<file path="config.mk">
export PLATFORM = sky130hd
export DESIGN_NAME = conv_frame_encoder
export DESIGN_NICKNAME = d
export VERILOG_FILES = /design/src/rtl/comm_code_pkg.sv /design/src/rtl/conv_enc_core.sv /design/src/rtl/conv_frame_encoder.sv
export SDC_FILE = /design/constraint.sdc
export NUM_CORES = 1
export LEC_CHECK = 0
export ABC_AREA = 1
export BUFFER_PORTS_ARGS = -buffer_cell sky130_fd_sc_hd__clkbuf_2
export CORE_UTILIZATION = 24
export CTS_CLUSTER_DIAMETER = 200
export DETAILED_ROUTE_END_ITERATION = 16
export PLACE_DENSITY = 0.45
export SETUP_SLACK_MARGIN = 0.4
export SYNTH_ARGS = -nofsm -noshare
export SYNTH_HDL_FRONTEND = slang
export SYNTH_SLANG_ARGS = --single-unit
</file>
<file path="constraint.sdc">
create_clock -name clk1 -period 2.08 [get_ports clk1]
set_clock_uncertainty 0.15 [all_clocks]
set_input_delay 0.208 -clock clk1 [delete_from_list [all_inputs] [get_ports clk1]]
set_output_delay 0.208 -clock clk1 [all_outputs]
set_load 0.05 [all_outputs]
</file>
<file path="src/rtl/comm_code_pkg.sv">
// Shared constants, FSM state type and code-bit helper for the K=3, rate-1/2
// convolutional code on the 14-bit-frame Viterbi link.
package comm_code_pkg;

  localparam int K          = 3;
  localparam int INFO_BITS  = 5;
  localparam int TAIL_BITS  = K - 1;
  localparam int FRAME_BITS = 2 * (INFO_BITS + TAIL_BITS);

  localparam logic [K-1:0] G0 = 3'b111;
  localparam logic [K-1:0] G1 = 3'b101;

  typedef enum logic [0:0] {
    IDLE = 1'b0,
    RUN  = 1'b1
  } state_t;

  // Code bit of generator g over the register window {u, s1, s2}.
  function automatic logic code_bit(input logic [K-1:0] g, input logic [K-1:0] win);
    return ^(g & win);
  endfunction

endpackage

</file>
<file path="src/rtl/conv_enc_core.sv">
// Two-bit trellis state plus c0/c1 generation; also used by the decoder's
// re-encode check path.
module conv_enc_core
  import comm_code_pkg::*;
(
  input  logic clk1,
  input  logic reset,
  input  logic clr,
  input  logic step,
  input  logic u,
  output logic c0,
  output logic c1
);

  logic         s1;
  logic         s2;
  logic [K-1:0] win;

  // clr shows the zero state to c0/c1 in the same cycle it clears the register,
  // so the first code bit of a frame can be produced on the load edge.
  always_comb begin
    win = {u, s1, s2};
    if (clr) begin
      win = {u, 1'b0, 1'b0};
    end else begin
      win = {u, s1, s2};
    end
  end

  assign c0 = code_bit(G0, win);
  assign c1 = code_bit(G1, win);

  // Trellis state register; clr has priority so every frame starts in state 00.
  always_ff @(posedge clk1 or negedge reset) begin
    if (!reset) begin
      s1 <= 1'b0;
      s2 <= 1'b0;
    end else if (clr) begin
      s1 <= 1'b0;
      s2 <= 1'b0;
    end else if (step) begin
      s1 <= u;
      s2 <= s1;
    end else begin
      s1 <= s1;
      s2 <= s2;
    end
  end

endmodule

</file>
<file path="src/rtl/conv_frame_encoder.sv">
// Frame-level transmit encoder: holding register, frame shift register, bit
// counter and FSM around conv_enc_core, emitting one code bit per clk1.
module conv_frame_encoder
  import comm_code_pkg::*;
(
  input  logic                 clk1,
  input  logic                 reset,
  input  logic                 din_valid,
  input  logic [INFO_BITS-1:0] din,
  output logic                 din_ready,
  output logic                 tx_valid,
  output logic                 tx_bit,
  output logic                 frame_start,
  output logic [7:0]           frame_cnt
);

  localparam int               CNT_W    = $clog2(FRAME_BITS);
  localparam int               SH_W     = INFO_BITS + TAIL_BITS;
  localparam logic [CNT_W-1:0] LAST_BIT = CNT_W'(FRAME_BITS - 1);

  state_t               state;
  logic                 hold_full;
  logic [INFO_BITS-1:0] hold;
  logic [SH_W-1:0]      shreg;
  logic [CNT_W-1:0]     bit_cnt;

  logic accept;
  logic at_last;
  logic load;
  logic enc_clr;
  logic enc_step;
  logic enc_u;
  logic c0;
  logic c1;

  assign din_ready = ~hold_full;
  assign accept    = din_valid & ~hold_full;
  assign at_last   = (state == RUN) && (bit_cnt == LAST_BIT);

  // Next-bit control: bit_cnt names the bit on the line, the core computes the
  // following one. The state steps on the edge that emits c1 of a pair.
  always_comb begin
    load     = 1'b0;
    enc_clr  = 1'b0;
    enc_step = 1'b0;
    enc_u    = 1'b0;
    case (state)
      IDLE: begin
        load    = hold_full;
        enc_clr = hold_full;
        enc_u   = hold[INFO_BITS-1];
      end
      RUN: begin
        if (at_last) begin
          load    = hold_full;
          enc_clr = hold_full;
          enc_u   = hold[INFO_BITS-1];
        end else begin
          enc_u    = shreg[SH_W-1];
          enc_step = ~bit_cnt[0];
        end
      end
      default: begin
        load     = 1'b0;
        enc_clr  = 1'b0;
        enc_step = 1'b0;
        enc_u    = 1'b0;
      end
    endcase
  end

  conv_enc_core u_core (
    .clk1  (clk1),
    .reset (reset),
    .clr   (enc_clr),
    .step  (enc_step),
    .u     (enc_u),
    .c0    (c0),
    .c1    (c1)
  );

  // Single-entry holding register between the word interface and the framer.
  always_ff @(posedge clk1 or negedge reset) begin
    if (!reset) begin
      hold_full <= 1'b0;
      hold      <= {INFO_BITS{1'b0}};
    end else if (accept) begin
      hold_full <= 1'b1;
      hold      <= din;
    end else if (load) begin
      hold_full <= 1'b0;
      hold      <= hold;
    end else begin
      hold_full <= hold_full;
      hold      <= hold;
    end
  end

  // Framer FSM with registered line outputs; a reload at bit 13 keeps tx_valid high.
  always_ff @(posedge clk1 or negedge reset) begin
    if (!reset) begin
      state       <= IDLE;
      bit_cnt     <= {CNT_W{1'b0}};
      shreg       <= {SH_W{1'b0}};
      tx_valid    <= 1'b0;
      tx_bit      <= 1'b0;
      frame_start <= 1'b0;
      frame_cnt   <= 8'd0;
    end else begin
      frame_start <= load;
      if (load) begin
        state    <= RUN;
        bit_cnt  <= {CNT_W{1'b0}};
        shreg    <= {hold, {TAIL_BITS{1'b0}}};
        tx_valid <= 1'b1;
        tx_bit   <= c0;
      end else if ((state == RUN) && !at_last) begin
        state    <= RUN;
        bit_cnt  <= bit_cnt + CNT_W'(1'b1);
        shreg    <= enc_step ? {shreg[SH_W-2:0], 1'b0} : shreg;
        tx_valid <= 1'b1;
        tx_bit   <= bit_cnt[0] ? c0 : c1;
      end else begin
        state    <= IDLE;
        bit_cnt  <= {CNT_W{1'b0}};
        shreg    <= shreg;
        tx_valid <= 1'b0;
        tx_bit   <= 1'b0;
      end
      if (at_last) begin
        frame_cnt <= frame_cnt + 8'd1;
      end else begin
        frame_cnt <= frame_cnt;
      end
    end
  end

endmodule

</file>
## Word level (Yosys, flattened, before mapping)

Cells that the tools add are included.

- Reductions and logical operators: 9
- Equality and inequality tests: 1
- Bitwise logic cells: 4
- Muxes and demuxes: 23
- Add/sub/neg operators: 2

Operator list:

| cell | number |
|---|---|
| 2-to-1 mux 7 bit | 3 |
| 2-to-1 mux 1 bit | 15 |
| adder 8 x 1 -> 8 bit (second input constant) | 1 |
| 2-to-1 mux 4 bit | 2 |
| nonzero test 2 bit | 3 |
| parity 3 bit | 2 |
| adder 4 x 1 -> 4 bit (second input constant) | 1 |
| == test 4 bit (second input constant) | 1 |
| one-hot mux 1 bit (2 select lines) | 2 |
| NOT 1 bit | 3 |
| logical AND 1 bit | 2 |
| 2-to-1 mux 2 bit | 1 |
| AND reduction 2 bit | 1 |
| bitwise AND 1 bit | 1 |
| logical NOT 1 bit | 1 |

- Bits in registers: 30
- Bits of input ports: 8

## Depth between registers and ports, before layout

- Word-level depth: 9
- Gate-level depth with buffers: 10
- Gate-level depth less buffers: 10

## Cells and area by module

A second synthesis with hierarchy kept.

- Cell total of the unflattened synthesis: 154
- Area, all modules: 1367.6 µm²

By module, submodules not included:

| module | cells an instance | instances | seq. area each (µm²) | area each (µm²) |
|---|---|---|---|---|
| conv_frame_encoder | 135 | 1 | 650.6 | 1242.4 |
| conv_enc_core | 19 | 1 | 50.0 | 125.1 |

## Least setup slack after synthesis

Ideal clock, no wire load.

- Path kind: reg2reg
- Start point: reg state
- End point: reg frame_cnt[7]
- Data required time: 1.811 ns
- Period minus slack after synthesis: 1.679 ns
- Cell stages (with the launch flop): 8
- Data arrival time: 1.410 ns
- Slack: 0.401 ns
- Path through: dfrtp_1 -> inv_2 -> nor2_8 -> nand2_4 -> nor2_4 -> nand3_1 -> nand2_1 -> nand2_1

- Word-level cells in the longest chain between the ends: 1

Ends and longest elaborated chain:

| what | RTL line | source |
|---|---|---|
| from (decl) | conv_frame_encoder.sv:21 | `state_t state;` |
| from (signal assigned) | conv_frame_encoder.sv:102 | `state <= IDLE;` |
| from (signal assigned) | conv_frame_encoder.sv:112 | `state <= RUN;` |
| from (signal assigned) | conv_frame_encoder.sv:118 | `state <= RUN;` |
| logical AND 1 bit | conv_frame_encoder.sv:38 | `assign at_last = (state == RUN) && (bit_cnt == LAST_BIT);` |
| to (signal assigned) | conv_frame_encoder.sv:131 | `frame_cnt <= frame_cnt + 8'd1;` |
| to (signal assigned) | conv_frame_encoder.sv:133 | `frame_cnt <= frame_cnt;` |
| to (decl) | conv_frame_encoder.sv:14 | `output logic [7:0] frame_cnt` |

Every way passes these cells.
A chain may end at the register's enable or synchronous reset.

## Final worst setup path

- Start point: reg bit_cnt[1]
- End point: reg frame_cnt[7]

- Word-level cells in the longest chain between the ends: 2

Ends and longest elaborated chain:

| what | RTL line | source |
|---|---|---|
| from (decl) | conv_frame_encoder.sv:25 | `logic [CNT_W-1:0] bit_cnt;` |
| from (signal assigned) | conv_frame_encoder.sv:103 | `bit_cnt <= {CNT_W{1'b0}};` |
| from (signal assigned) | conv_frame_encoder.sv:113 | `bit_cnt <= {CNT_W{1'b0}};` |
| from (signal assigned) | conv_frame_encoder.sv:119 | `bit_cnt <= bit_cnt + CNT_W'(1'b1);` |
| == test 4 bit | conv_frame_encoder.sv:38 |  |
| logical AND 1 bit | conv_frame_encoder.sv:38 |  |

Every way passes these cells.

==> flow_summary.toml <==
[run]
max_cap_violations = 0

[global_routing]
grt_overflow = 0
antenna_found_initial = 0
first_global_vias = 908
wire_length_of_the_first_global_routing_pass_mm = 4.22
grt_max_degree = 29
grt.total_usage_pct = 9.19

[critical_path]
path_class = "flip-flop to flip-flop"
worst-endpoint-arrival_ns = 1.63
worst_ep_required_time_ns = 2.11
worst-path-max-fanout = 5
worst_setup_path_start_kind = "flip-flop"
end_kind = "flip-flop"

[logic_synthesis]
yosysSeqAreaShare_pct = 53.2
synthXorXnorAreaFrac_pct = 4.65
syn-num-nets = 137
post_synth_inst_count = 126
synth-edff-count = 0
synth_warnings = 0
synthesis.area_um2 = 1320
synth-adder-area-share_pct = 2.85
yosysMostFrequentCell = "sky130_fd_sc_hd__dfrtp_1"
netlist_top_cells_area = "sky130_fd_sc_hd__dfrtp_1 (53%), sky130_fd_sc_hd__nand2_1 (6.0%), sky130_fd_sc_hd__mux2_1 (4.3%), sky130_fd_sc_hd__inv_1 (4.0%), sky130_fd_sc_hd__nand2_4 (3.4%)"
yosys-top-cells-count = "sky130_fd_sc_hd__dfrtp_1 (28), sky130_fd_sc_hd__nand2_1 (21), sky130_fd_sc_hd__inv_1 (14), sky130_fd_sc_hd__nor2_1 (9), sky130_fd_sc_hd__nand3_1 (8)"
synth_top_area_share_pct = 53.2
synth_compound_gate_area_share_pct = 5.98
ys_ff_latch = 28
yosys-mux-area-fraction_pct = 4.27
post-synth-top-area-cell = "sky130_fd_sc_hd__dfrtp_1"
yosysUniqueCellTypes = 23
async_sr_flop_fraction_pct = 100
most_common_flop_cell_mapped_by_yosys = "sky130_fd_sc_hd__dfrtp_1"
synth_area_per_cell_um2 = 10.5
yosys.area_share.simple_pct = 24.2
synth_top_family_by_area = "simple AND/OR/NAND/NOR gates"

[floorplanning]
core_region_area_um2 = 5200
die_x_um = 76.1
core.rowCount = 26
floorplan.die_area_um2 = 5790
floorplan.initialDensity_pct = 25.3
num_io_pins = 20
chipHeight_um = 76.1

[power_and_ir_drop]
max-vdd-ir-drop_uv = 506
total_leakage_power_nw = 0.798
power.density_nw_per_um2 = 1320

[timing]
hold_viol_final = 0
final_max_slew_viol_count = 0
fin_hold_ws_ns = 0.0212
max_clock_freq_mhz = 625
setup_violations = 0
fin_crit_ns = 1.60
max_slew_margin_pct = 52.4
rsz_0062_raised_after_global_routing = "yes"
final_min_period_over_clock_period_pct = 77.0
timing_worst_slew_pin_value_ns = 0.714
totalNegativeSetupSlack_ns = 0

[drt]
viasPerCell = 4.04
route.antenna.remaining_nets = 0
detail_route.wl_per_cell_um = 10.7
drt-total-wl_mm = 2.44
vias = 921
drt_iter0_markers = 14
first_pass_iters = 4
drc = 0

[layout]
nets = 170
drive_gt1_share_pct = 29.1
post-route-cell-area_um2 = 1650
diodes = 0
area_growth_pct = 25.5

[place]
dpl.hpwl_mm = 1.79
place.port_buffers = 19
place.gp.congestion = 0.781
place_area_um2 = 1500

[clocking]
clkSlewWorstSetupHoldPaths_ns = 0.09
clkSinkCount = 28
clock_insertion_delay_worst_skew_ns = 0.28
clock-root-buffer = "sky130_fd_sc_hd__clkbuf_8"
maximum_level_of_the_cts_h_tree = 1
cts_tree = "yes"
total_clock_buffers_created_by_cts = 3
clock_tree.buffer_depth = 2

[hold_path]
hold_class = "input pin to flip-flop"

[status]
status = "finished clean"
final cells by class:
cell class | instances | area, um^2
clock buffers | 4 | 55.1
well taps | 70 | 87.6
fillers | 569 | 3550
inverters | 17 | 63.8
multi-input cells | 81 | 572
repair buffers | 28 | 175
flip-flops and latches | 28 | 701
flip-flops by register name, indices dropped and copies added, names as in the netlist:
name,flops
tx_bit,1
shreg,5
frame_start,1
frame_cnt,8
u_core.s1,1
hold_full,1
hold,5
u_core.s2,1
bit_cnt,4
state,1
logic make-up after synthesis:
logic type                 Yosys count
buffers and inverters               17
DFF                                 28
AOI/OAI and AO/OA                   15
adders and majority gates            3
xor gates and xnor gates             7
and+or+nand+nor                     51
muxes                                5
per-layer routing:
layer  vias to the layer above  GRT usage, %  share of wire (%)
met1                       432          11.2                 47
met2                        21          15.6                 48
met3                         2          2.63                4.1
met4                         0          2.88               0.86
met5                         -             0                  0
li1                        466             -                  -
path summary, 6_finish.rpt:
check / from / endpoint / slack (ns) / cells after the start
max: bit_cnt[1] / frame_cnt[7] / 0.48 / 9
min: din[4] / hold[4] / 0.02 / 3
max reg2reg: bit_cnt[1] / frame_cnt[7] / 0.48 / 9
min reg2reg: hold[0] / shreg[2] / 0.35 / 2
max in group asynchronous: reset / hold[3] / 0.98 / 2
min in group asynchronous: reset / frame_cnt[2] / 0.35 / 2
worst max-delay path: stages (launching register included):
cell and delay, ns:
sky130_fd_sc_hd__dfrtp_1 0.41, sky130_fd_sc_hd__inv_1 0.06, sky130_fd_sc_hd__ha_2 0.18, sky130_fd_sc_hd__nand3_4 0.14, sky130_fd_sc_hd__nor2_8 0.20, sky130_fd_sc_hd__nand2_4 0.07
sky130_fd_sc_hd__nor2_4 0.12, sky130_fd_sc_hd__nand3_2 0.06, sky130_fd_sc_hd__nand2_1 0.06, sky130_fd_sc_hd__nand2_1 0.04
where the power goes:
part	internal [mW]	switching (mW)
combinational	0.322	0.604
clock	0.170	0.171
sequential	0.750	0.169
through the flow:
stage / worst slack, ns / power [mW] / cells / utilization, %
floorplan: 0.401 / 1.60 / 126 / -
global placement: 0.469 / 1.81 / 215 / 28.8
detailed placement: 0.452 / 1.83 / 215 / 28.8
CTS: 0.441 / 2.19 / 224 / 30.8
global route: 0.358 / 2.35 / 228 / 31.8
finish: 0.479 / 2.19 / 228 / 31.8
repair_timing:
action / in CTS / in global routing
endpoints found under the setup margin: 0 / 7
endpoints found under the hold margin: 32 / 0
hold buffers: 5 / 0
resized for setup: 0 / 5
setup buffers: 0 / 4
placed cells by master, fill, tap and decap left out, drive strengths merged:
master and count:
nor3 1, a21oi 3, o221ai 1, nand4 2, o21ai 11, ha 3, dlygate4sd3 5, clkbuf 23
xnor2 3, nand3 11, inv 17, dfrtp 28, nand2 26, buf 4, mux2 5, nor2 11
xor2 4
Power figures use the tool's default switching activity.
